[src/rtl/adc_sampler_if.sv]
// rtl/adc_sampler_if.sv - sample stream interface between adc_sampler and its consumer
//
// Signals:
//   sample_data   captured sample (DATA_W bits), driven by the sampler
//   sample_valid  sample_data holds an unaccepted sample, driven by the sampler
//   sample_ready  consumer accepts the sample this cycle, driven by the consumer
interface adc_sampler_if #(
    parameter int DATA_W = 8
) ();
    logic [DATA_W-1:0] sample_data;
    logic              sample_valid;
    logic              sample_ready;

    modport master (
        output sample_data,
        output sample_valid,
        input  sample_ready
    );

    modport slave (
        input  sample_data,
        input  sample_valid,
        output sample_ready
    );
endinterface

[src/rtl/adc_sampler.sv]
// rtl/adc_sampler.sv - serial ADC frame sampler with decimation, overrun tracking and optional trigger
//
// Optional feature macro: ADC_SAMPLER_TRIGGER_EN (rising threshold-crossing detector on trig_hit)
//
// Ports:
//   osc_clk        in   sole clock, rising edge
//   reset          in   synchronous active-high reset
//   enable         in   start new frames while high
//   decim          in   publish one frame in every decim+1
//   adc_data       in   serial ADC data, MSB first
//   trig_level     in   unsigned trigger threshold
//   adc_clk        out  divided ADC clock, 50% duty
//   adc_conv       out  conversion strobe, high for one adc_clk period per frame
//   overrun        out  one-cycle pulse when a completed sample is dropped
//   overrun_count  out  saturating count of dropped samples
//   trig_hit       out  one-cycle pulse on rising threshold crossing
//   smp            sample stream, master side (sample_data/sample_valid out, sample_ready in)
module adc_sampler #(
    parameter int CLK_DIV    = 128,
    parameter int FRAME_BITS = 16,
    parameter int DATA_W     = 8,
    parameter int DATA_MSB   = 13,
    parameter int OVF_W      = 8
) (
    input  logic               osc_clk,
    input  logic               reset,
    input  logic               enable,
    input  logic [3:0]         decim,
    input  logic               adc_data,
    input  logic [DATA_W-1:0]  trig_level,
    output logic               adc_clk,
    output logic               adc_conv,
    output logic               overrun,
    output logic [OVF_W-1:0]   overrun_count,
    output logic               trig_hit,
    adc_sampler_if.master      smp
);
    localparam int DIV_W = $clog2(CLK_DIV);
    localparam int BIT_W = $clog2(FRAME_BITS);
    // Frame bits above DATA_MSB never reach the sample, so the shift register stops there.
    localparam int SH_W  = DATA_MSB + 1;

    typedef enum logic [1:0] {
        S_IDLE  = 2'd0,
        S_CONV  = 2'd1,
        S_SHIFT = 2'd2
    } state_t;

    state_t             state_q, state_d;
    logic [DIV_W-1:0]   div_q, div_d;
    logic               adc_clk_q, adc_clk_d;
    logic [BIT_W-1:0]   bit_cnt_q, bit_cnt_d;
    logic [SH_W-1:0]    shreg_q, shreg_d;
    logic               done_q, done_d;
    logic               rise_tick;

    logic [3:0]         dec_cnt_q, dec_cnt_d;
    logic [DATA_W-1:0]  data_q, data_d;
    logic               valid_q, valid_d;
    logic               ovf_q, ovf_d;
    logic [OVF_W-1:0]   ovf_cnt_q, ovf_cnt_d;
    logic [DATA_W-1:0]  sample_w;
    logic               publish;
    logic               accept;

    // Divider: free-running whenever out of reset; rise_tick marks the edge where it reaches CLK_DIV/2.
    assign div_d     = (div_q == DIV_W'(CLK_DIV - 1)) ? '0 : div_q + DIV_W'(1);
    assign rise_tick = (div_q == DIV_W'(CLK_DIV / 2 - 1));
    assign adc_clk_d = (div_d >= DIV_W'(CLK_DIV / 2));

    // State register
    always_ff @(posedge osc_clk) begin
        if (reset) begin
            state_q   <= S_IDLE;
            div_q     <= '0;
            adc_clk_q <= 1'b0;
            bit_cnt_q <= '0;
            shreg_q   <= '0;
            done_q    <= 1'b0;
        end else begin
            state_q   <= state_d;
            div_q     <= div_d;
            adc_clk_q <= adc_clk_d;
            bit_cnt_q <= bit_cnt_d;
            shreg_q   <= shreg_d;
            done_q    <= done_d;
        end
    end

    // Next-state logic: every transition and capture happens on rise_tick.
    always_comb begin
        state_d   = state_q;
        bit_cnt_d = bit_cnt_q;
        shreg_d   = shreg_q;
        done_d    = 1'b0;
        if (rise_tick) begin
            case (state_q)
                S_IDLE: begin
                    if (enable) begin
                        state_d = S_CONV;
                    end
                end
                S_CONV: begin
                    state_d   = S_SHIFT;
                    bit_cnt_d = '0;
                end
                S_SHIFT: begin
                    shreg_d   = {shreg_q[SH_W-2:0], adc_data};
                    bit_cnt_d = bit_cnt_q + BIT_W'(1);
                    if (bit_cnt_q == BIT_W'(FRAME_BITS - 1)) begin
                        done_d  = 1'b1;
                        state_d = enable ? S_CONV : S_IDLE;
                    end
                end
                default: state_d = S_IDLE;
            endcase
        end
    end

    // Output logic
    always_comb begin
        adc_conv = (state_q == S_CONV);
    end

    // Publish path runs the cycle after the final capture, once shreg_q holds the whole frame.
    // Comparing with >= lets a lowered decim publish at once when the counter is already past it.
    assign sample_w = shreg_q[DATA_MSB -: DATA_W];
    assign publish  = done_q && (dec_cnt_q >= decim);
    assign accept   = publish && (!valid_q || smp.sample_ready);

    always_comb begin
        dec_cnt_d = dec_cnt_q;
        data_d    = data_q;
        valid_d   = valid_q;
        ovf_d     = 1'b0;
        ovf_cnt_d = ovf_cnt_q;
        if (done_q) begin
            dec_cnt_d = publish ? 4'd0 : dec_cnt_q + 4'd1;
        end
        if (accept) begin
            data_d  = sample_w;
            valid_d = 1'b1;
        end else if (publish) begin
            ovf_d = 1'b1;
            if (ovf_cnt_q != {OVF_W{1'b1}}) begin
                ovf_cnt_d = ovf_cnt_q + OVF_W'(1);
            end
        end else if (valid_q && smp.sample_ready) begin
            valid_d = 1'b0;
        end
    end

    always_ff @(posedge osc_clk) begin
        if (reset) begin
            dec_cnt_q <= '0;
            data_q    <= '0;
            valid_q   <= 1'b0;
            ovf_q     <= 1'b0;
            ovf_cnt_q <= '0;
        end else begin
            dec_cnt_q <= dec_cnt_d;
            data_q    <= data_d;
            valid_q   <= valid_d;
            ovf_q     <= ovf_d;
            ovf_cnt_q <= ovf_cnt_d;
        end
    end

    assign adc_clk          = adc_clk_q;
    assign overrun          = ovf_q;
    assign overrun_count    = ovf_cnt_q;
    assign smp.sample_data  = data_q;
    assign smp.sample_valid = valid_q;

`ifdef ADC_SAMPLER_TRIGGER_EN
    // History only follows accepted samples; have_prev_q keeps the first sample after reset from firing.
    logic [DATA_W-1:0] prev_q;
    logic              have_prev_q;
    logic              trig_q;

    always_ff @(posedge osc_clk) begin
        if (reset) begin
            prev_q      <= '0;
            have_prev_q <= 1'b0;
            trig_q      <= 1'b0;
        end else begin
            trig_q <= accept && have_prev_q && (prev_q < trig_level) && (sample_w >= trig_level);
            if (accept) begin
                prev_q      <= sample_w;
                have_prev_q <= 1'b1;
            end
        end
    end

    assign trig_hit = trig_q;
`else
    logic unused_trig_level;
    assign unused_trig_level = ^trig_level;
    assign trig_hit          = 1'b0;
`endif
endmodule

[src/flat_wrapper.sv]
// flat-port wrapper written by rule: the top's interface ports become plain ports
module adc_sampler_flat 
#(
    parameter int CLK_DIV    = 128,
    parameter int FRAME_BITS = 16,
    parameter int DATA_W     = 8,
    parameter int DATA_MSB   = 13,
    parameter int OVF_W      = 8
)
  (osc_clk, reset, enable, decim, adc_data, trig_level, adc_clk, adc_conv, overrun, overrun_count, trig_hit, smp_sample_data, smp_sample_valid, smp_sample_ready);
  adc_sampler_if #(.DATA_W(DATA_W)) smp_i ();
  input  logic osc_clk;
  input  logic reset;
  input  logic enable;
  input  logic [3:0] decim;
  input  logic adc_data;
  input  logic [DATA_W-1:0] trig_level;
  output logic adc_clk;
  output logic adc_conv;
  output logic overrun;
  output logic [OVF_W-1:0] overrun_count;
  output logic trig_hit;
  output wire logic [$bits(smp_i.sample_data)-1:0] smp_sample_data;
  output wire logic [$bits(smp_i.sample_valid)-1:0] smp_sample_valid;
  input wire logic [$bits(smp_i.sample_ready)-1:0] smp_sample_ready;
  assign smp_sample_data = smp_i.sample_data;
  assign smp_sample_valid = smp_i.sample_valid;
  assign smp_i.sample_ready = smp_sample_ready;
  adc_sampler #(.CLK_DIV(CLK_DIV), .FRAME_BITS(FRAME_BITS), .DATA_W(DATA_W), .DATA_MSB(DATA_MSB), .OVF_W(OVF_W)) u_core (.osc_clk(osc_clk), .reset(reset), .enable(enable), .decim(decim), .adc_data(adc_data), .trig_level(trig_level), .adc_clk(adc_clk), .adc_conv(adc_conv), .overrun(overrun), .overrun_count(overrun_count), .trig_hit(trig_hit), .smp(smp_i));
endmodule
[config.mk]
export PLATFORM = sky130hd
export DESIGN_NAME = adc_sampler_flat
export DESIGN_NICKNAME = d
export VERILOG_FILES = /design/src/rtl/adc_sampler_if.sv /design/src/rtl/adc_sampler.sv /design/src/flat_wrapper.sv
export SDC_FILE = /design/constraint.sdc
export NUM_CORES = 1
export LEC_CHECK = 0
export CAP_MARGIN = 40
export CORE_UTILIZATION = 35
export DETAILED_ROUTE_END_ITERATION = 16
export PLACE_DENSITY = 0.69
export SETUP_SLACK_MARGIN = 0.3
export SYNTH_ARGS = -nofsm -noshare
export SYNTH_HDL_FRONTEND = slang
export SYNTH_SLANG_ARGS = --single-unit
[constraint.sdc]
create_clock -name osc_clk -period 2.45 [get_ports osc_clk]
set_input_delay 0.49 -clock osc_clk [delete_from_list [all_inputs] [get_ports osc_clk]]
set_output_delay 0.49 -clock osc_clk [all_outputs]
set_load 0.02 [all_outputs]
==> results.md <==
CTS:
- TritonCTS built the clock tree.
- For the worst-skew pair, the clock arrives at the later sink with an insertion delay of 0.31 ns.
- The clock sink count is 50.
- Clock tree synthesis inserted a total of 5 buffers.
- Clock-pin slew was measured on the worst setup and hold paths at 0.11 ns.
- The number of setup buffers added after CTS is 0.
- The CTS H-tree depth is 2.
- Clock tree synthesis selected as its root buffer the cell sky130_fd_sc_hd__clkbuf_8.
- The number of buffers between clock root and the deepest sink is 2.
- For this design, the CTS-stage hold fixing added 0 buffers.

Outcome:
- The run finished with clean final reports.

Routing:
- The routed wire length is 3.751 mm.
- The detailed-route vias per instance is 4.713.
- The detail route stage leaves a number of antenna-violating nets equal to 0.
- The number of DRC markers after the initial detailed-route iteration is 67.
- The per-cell routed wire length is 10.78 um.
- The detailed router placed 1640 vias in this run.
- The first-pass iteration count of the detailed router is 4.
- For this run, design rule violations remaining after detail routing come to 0.

Cells and area:
- The area overhead of the layout relative to synthesis is 23.02%.
- The final cell count without fillers is 348.
- The final core utilization is 45.02%.
- The number of nets in the layout is 301.
- In the final layout, the share of cells above drive strength 1 is 9.890%.
- 0 antenna diodes ended up in the layout.
- After routing the design area is 2681 um2.
- After filler insertion, the fill cell instance count of the layout stands at 594.

Power and ir drop:
- The maximum vdd ir drop is 0.0002344 V.
- The leakage power total is 0.9909 nW.
- Power comes to 1.383 mW.
- Power spread over the standard cell area amounts to 515.9 nW/um2.

Place:
- The HPWL after detailed placement is 2.695 mm.
- The number of port buffers is 28.
- The congestion estimate from routability-driven global placement came to 0.7339.
- The placed standard-cell area is 2566 um2.
- The number of placed cells counting well taps is 340.

Yosys:
- The top cell type by area accounts for 45.92% of the synthesized area.
- The post-synthesis instance area is 2180 um2.
- The synthesized design spends more area on one cell type than any other, namely sky130_fd_sc_hd__dfxtp_1.
- By area, the combinational part of the netlist is dominated by simple AND/OR/NAND/NOR gates.
- The share of the synthesized area in compound gates (AO/OA/AOI/OAI) is 9.759%.
- The mux share of post-synthesis cell area is 6.889%.
- The XOR/XNOR share of the synthesized area is 4.018%.
- After synthesis, the cell types taking the most area are sky130_fd_sc_hd__dfxtp_1 46%, sky130_fd_sc_hd__ha_1 6.9%, sky130_fd_sc_hd__nand2_1 6.5%.
- Of the total synthesized cell area, the portion taken by AND, OR, NAND and NOR gates is 22.79%.
- The number of nets in the synthesized netlist is 268.
- The most common flop cell mapped by yosys is sky130_fd_sc_hd__dfxtp_1.
- The portion of the post-synthesis area used by sequential elements is 45.92%.
- The count of cell types in the netlist is 39.
- A synthesized cell averages 9.120 um2.
- Synthesis inferred 50 register bits.
- The yosys synthesis warning count is 0.
- Yosys mapped a number of flops with a built-in enable equal to 0.
- The number of standard cells after synthesis is 239.
- Counting flops with an async set or reset pin after synthesis yields a share of 0%.
- Summing the areas of all fa, ha and maj instances in the mapped netlist gives 6.889% of the synthesized area.

Worst setup path:
- STA classifies the critical path endpoint as a flop.
- The critical path is of the input pin to flop type.
- For the worst setup path, the data required time is 2.65 ns.
- The worst reg-to-reg path cell count is 7.
- STA classifies the critical path startpoint as an input pin.
- The worst-path maximum fanout is 3.
- STA puts the critical path data arrival time at 2.32 ns.

STA:
- The number of failing hold endpoints at the final stage is 0.
- Setup violations remaining at the end of the flow were counted as 0.
- The post-route clock skew is 0.01441 ns.
- On the final layout, the worst hold slack is 0.4397 ns.
- The final count of pins violating max slew is 0.
- Static timing analysis puts the maximum clock frequency at 472.4 MHz.
- The part of the cycle the worst path needs is 86.41%.
- The routed design could run at a clock period as short as 2.117 ns.
- Setup repair after global routing could not meet its margin everywhere.

Global route:
- The wire length of the first global-routing pass is 6.361 mm.
- The pin count of the biggest net entering global routing is 26.
- The via count of the first global-routing pass came to 1423.
- Global routing used 12.44% of the available tracks across all layers.
- The number of antenna violations at the first check in global routing is 0.
- Summed over all layers, the global routing overflow is 0.

Hold path:
- The number of cells on the worst hold path is 2.
- The type of the tightest min-delay check is flop to flop.

Floorplanning:
- Once the floorplan was initialized, standard cells occupied 36.60% of the core.
- The width of the die is 80.92 um.
- The die covers 6547 um2.
- The number of placed I/O pins is 38.
- The die outline height is 80.92 um.
- In this run the core area contains 28 standard-cell rows.
- After floorplanning, the core was sized to cover 5956 um2.

Job:
- The total of max-cap violations is 0.
-- path summary, 6_finish.rpt --
| path | slack [ns] | startpoint | to |
|---|---|---|---|
| setup reg to reg | 0.40 | u_core.dec_cnt_q[0]$_SDFFE_PP0P_ | u_core.overrun_count[3]$_SDFFE_PP0P_ |
| hold reg to reg | 0.44 | u_core.shreg_q[3]$_SDFFE_PP0P_ | u_core.shreg_q[4]$_SDFFE_PP0P_ |
| hold / removal | 0.44 | u_core.shreg_q[3]$_SDFFE_PP0P_ | u_core.shreg_q[4]$_SDFFE_PP0P_ |
| setup / recovery | 0.33 | decim[0] | u_core.overrun_count[3]$_SDFFE_PP0P_ |
-- metal layers --
layer	up-vias	GRT usage, %	part of all wire, %
li1	862	-	-
met1	739	15.69	48
met2	32	20.59	47
met3	7	3.034	3.9
met4	0	4.286	1.2
met5	-	0	0
-- sequential cells by signal, summed over array words and instances, names as in the netlist --
| signal | count |
|---|---|
| u_core.state_q | 2 |
| u_core.smp.sample_valid | 1 |
| u_core.smp.sample_data | 8 |
| u_core.overrun | 1 |
| u_core.adc_clk | 1 |
| u_core.bit_cnt_q | 4 |
| u_core.overrun_count | 8 |
| u_core.shreg_q | 14 |
| u_core.div_q | 6 |
| u_core.done_q | 1 |
| u_core.dec_cnt_q | 4 |
-- repair_timing --
item,4_1_cts,5_1_grt
endpoints found under the setup margin,11,12
pin swaps,1,5
gates resized for setup,1,3
-- logic make-up (layout without fill, tap and decap cells) --
family / count (synthesis) / in the layout
simple gates: 99 / 99
flops: 50 / 50
compound gates: 34 / 34
buf+inv: 19 / 53
mux: 14 / 14
fa+ha+maj: 12 / 12
xor+xnor: 10 / 10
other cells: 1 / 1
-- synth_stat cells (4+ instances only) --
master and number:
sky130_fd_sc_hd__dfxtp_1 50, sky130_fd_sc_hd__nand2_1 38, sky130_fd_sc_hd__nor2_1 25, sky130_fd_sc_hd__a21oi_1 24, sky130_fd_sc_hd__ha_1 12, sky130_fd_sc_hd__mux2i_1 12
sky130_fd_sc_hd__inv_1 10, sky130_fd_sc_hd__nand3_1 6, sky130_fd_sc_hd__nor3_1 6, sky130_fd_sc_hd__xnor2_1 6, sky130_fd_sc_hd__nor2b_1 5, sky130_fd_sc_hd__clkbuf_1 4
sky130_fd_sc_hd__xor2_1 4
-- critical path, cell delays in order --
cell                              delay (ns)
sky130_fd_sc_hd__clkdlybuf4s50_1        0.45
sky130_fd_sc_hd__ha_1                   0.21
sky130_fd_sc_hd__nand2b_4               0.15
sky130_fd_sc_hd__a2111oi_4              0.47
sky130_fd_sc_hd__nor3_4                 0.07
sky130_fd_sc_hd__and3_4                 0.18
sky130_fd_sc_hd__mux2_4                 0.29
-- cell type report --
class	instances	area, um2	share of cell area (%)
inverter	10	37.54	1.400
tap	75	93.84	3.500
sequential	50	1001	37.33
clock inverter	3	28.78	1.073
multi-input combinational	170	1115	41.58
clock buffer	5	68.82	2.566
timing repair buffer	35	336.6	12.55
-- power breakdown --
part           total, mW  internal (mW)  leakage, nW  switching (mW)
clock              0.512          0.214       0.0506           0.298
combinational     0.0521         0.0260        0.537          0.0261
sequential         0.819          0.816        0.403         0.00279
total               1.38           1.06        0.991           0.327
-- stage by stage --
step / worst slack [ns] / TNS [ns]
final: 0.3330 / 0
after global routing: 0.2680 / 0
after CTS: 0.3033 / 0
after detailed placement: -0.1208 / -0.9357
after global placement: -0.07856 / -0.6053
after floorplan: 0.3187 / 0
-- placed cells by master (no fill, tap or decap), drive strengths merged, types with 2 or more instances in the layout --
master,instances
a21o,3
a21oi,24
and2,3
and3,3
and4,2
buf,7
clkbuf,5
clkdlybuf4s50,28
dfxtp,50
ha,12
inv,12
mux2,2
mux2i,12
nand2,38
nand2b,2
nand3,6
nand3b,2
nand4,2
nor2,25
nor2b,5
nor3,8
o21ai,3
xnor2,6
xor2,4
(Power assumes the default switching activity.)
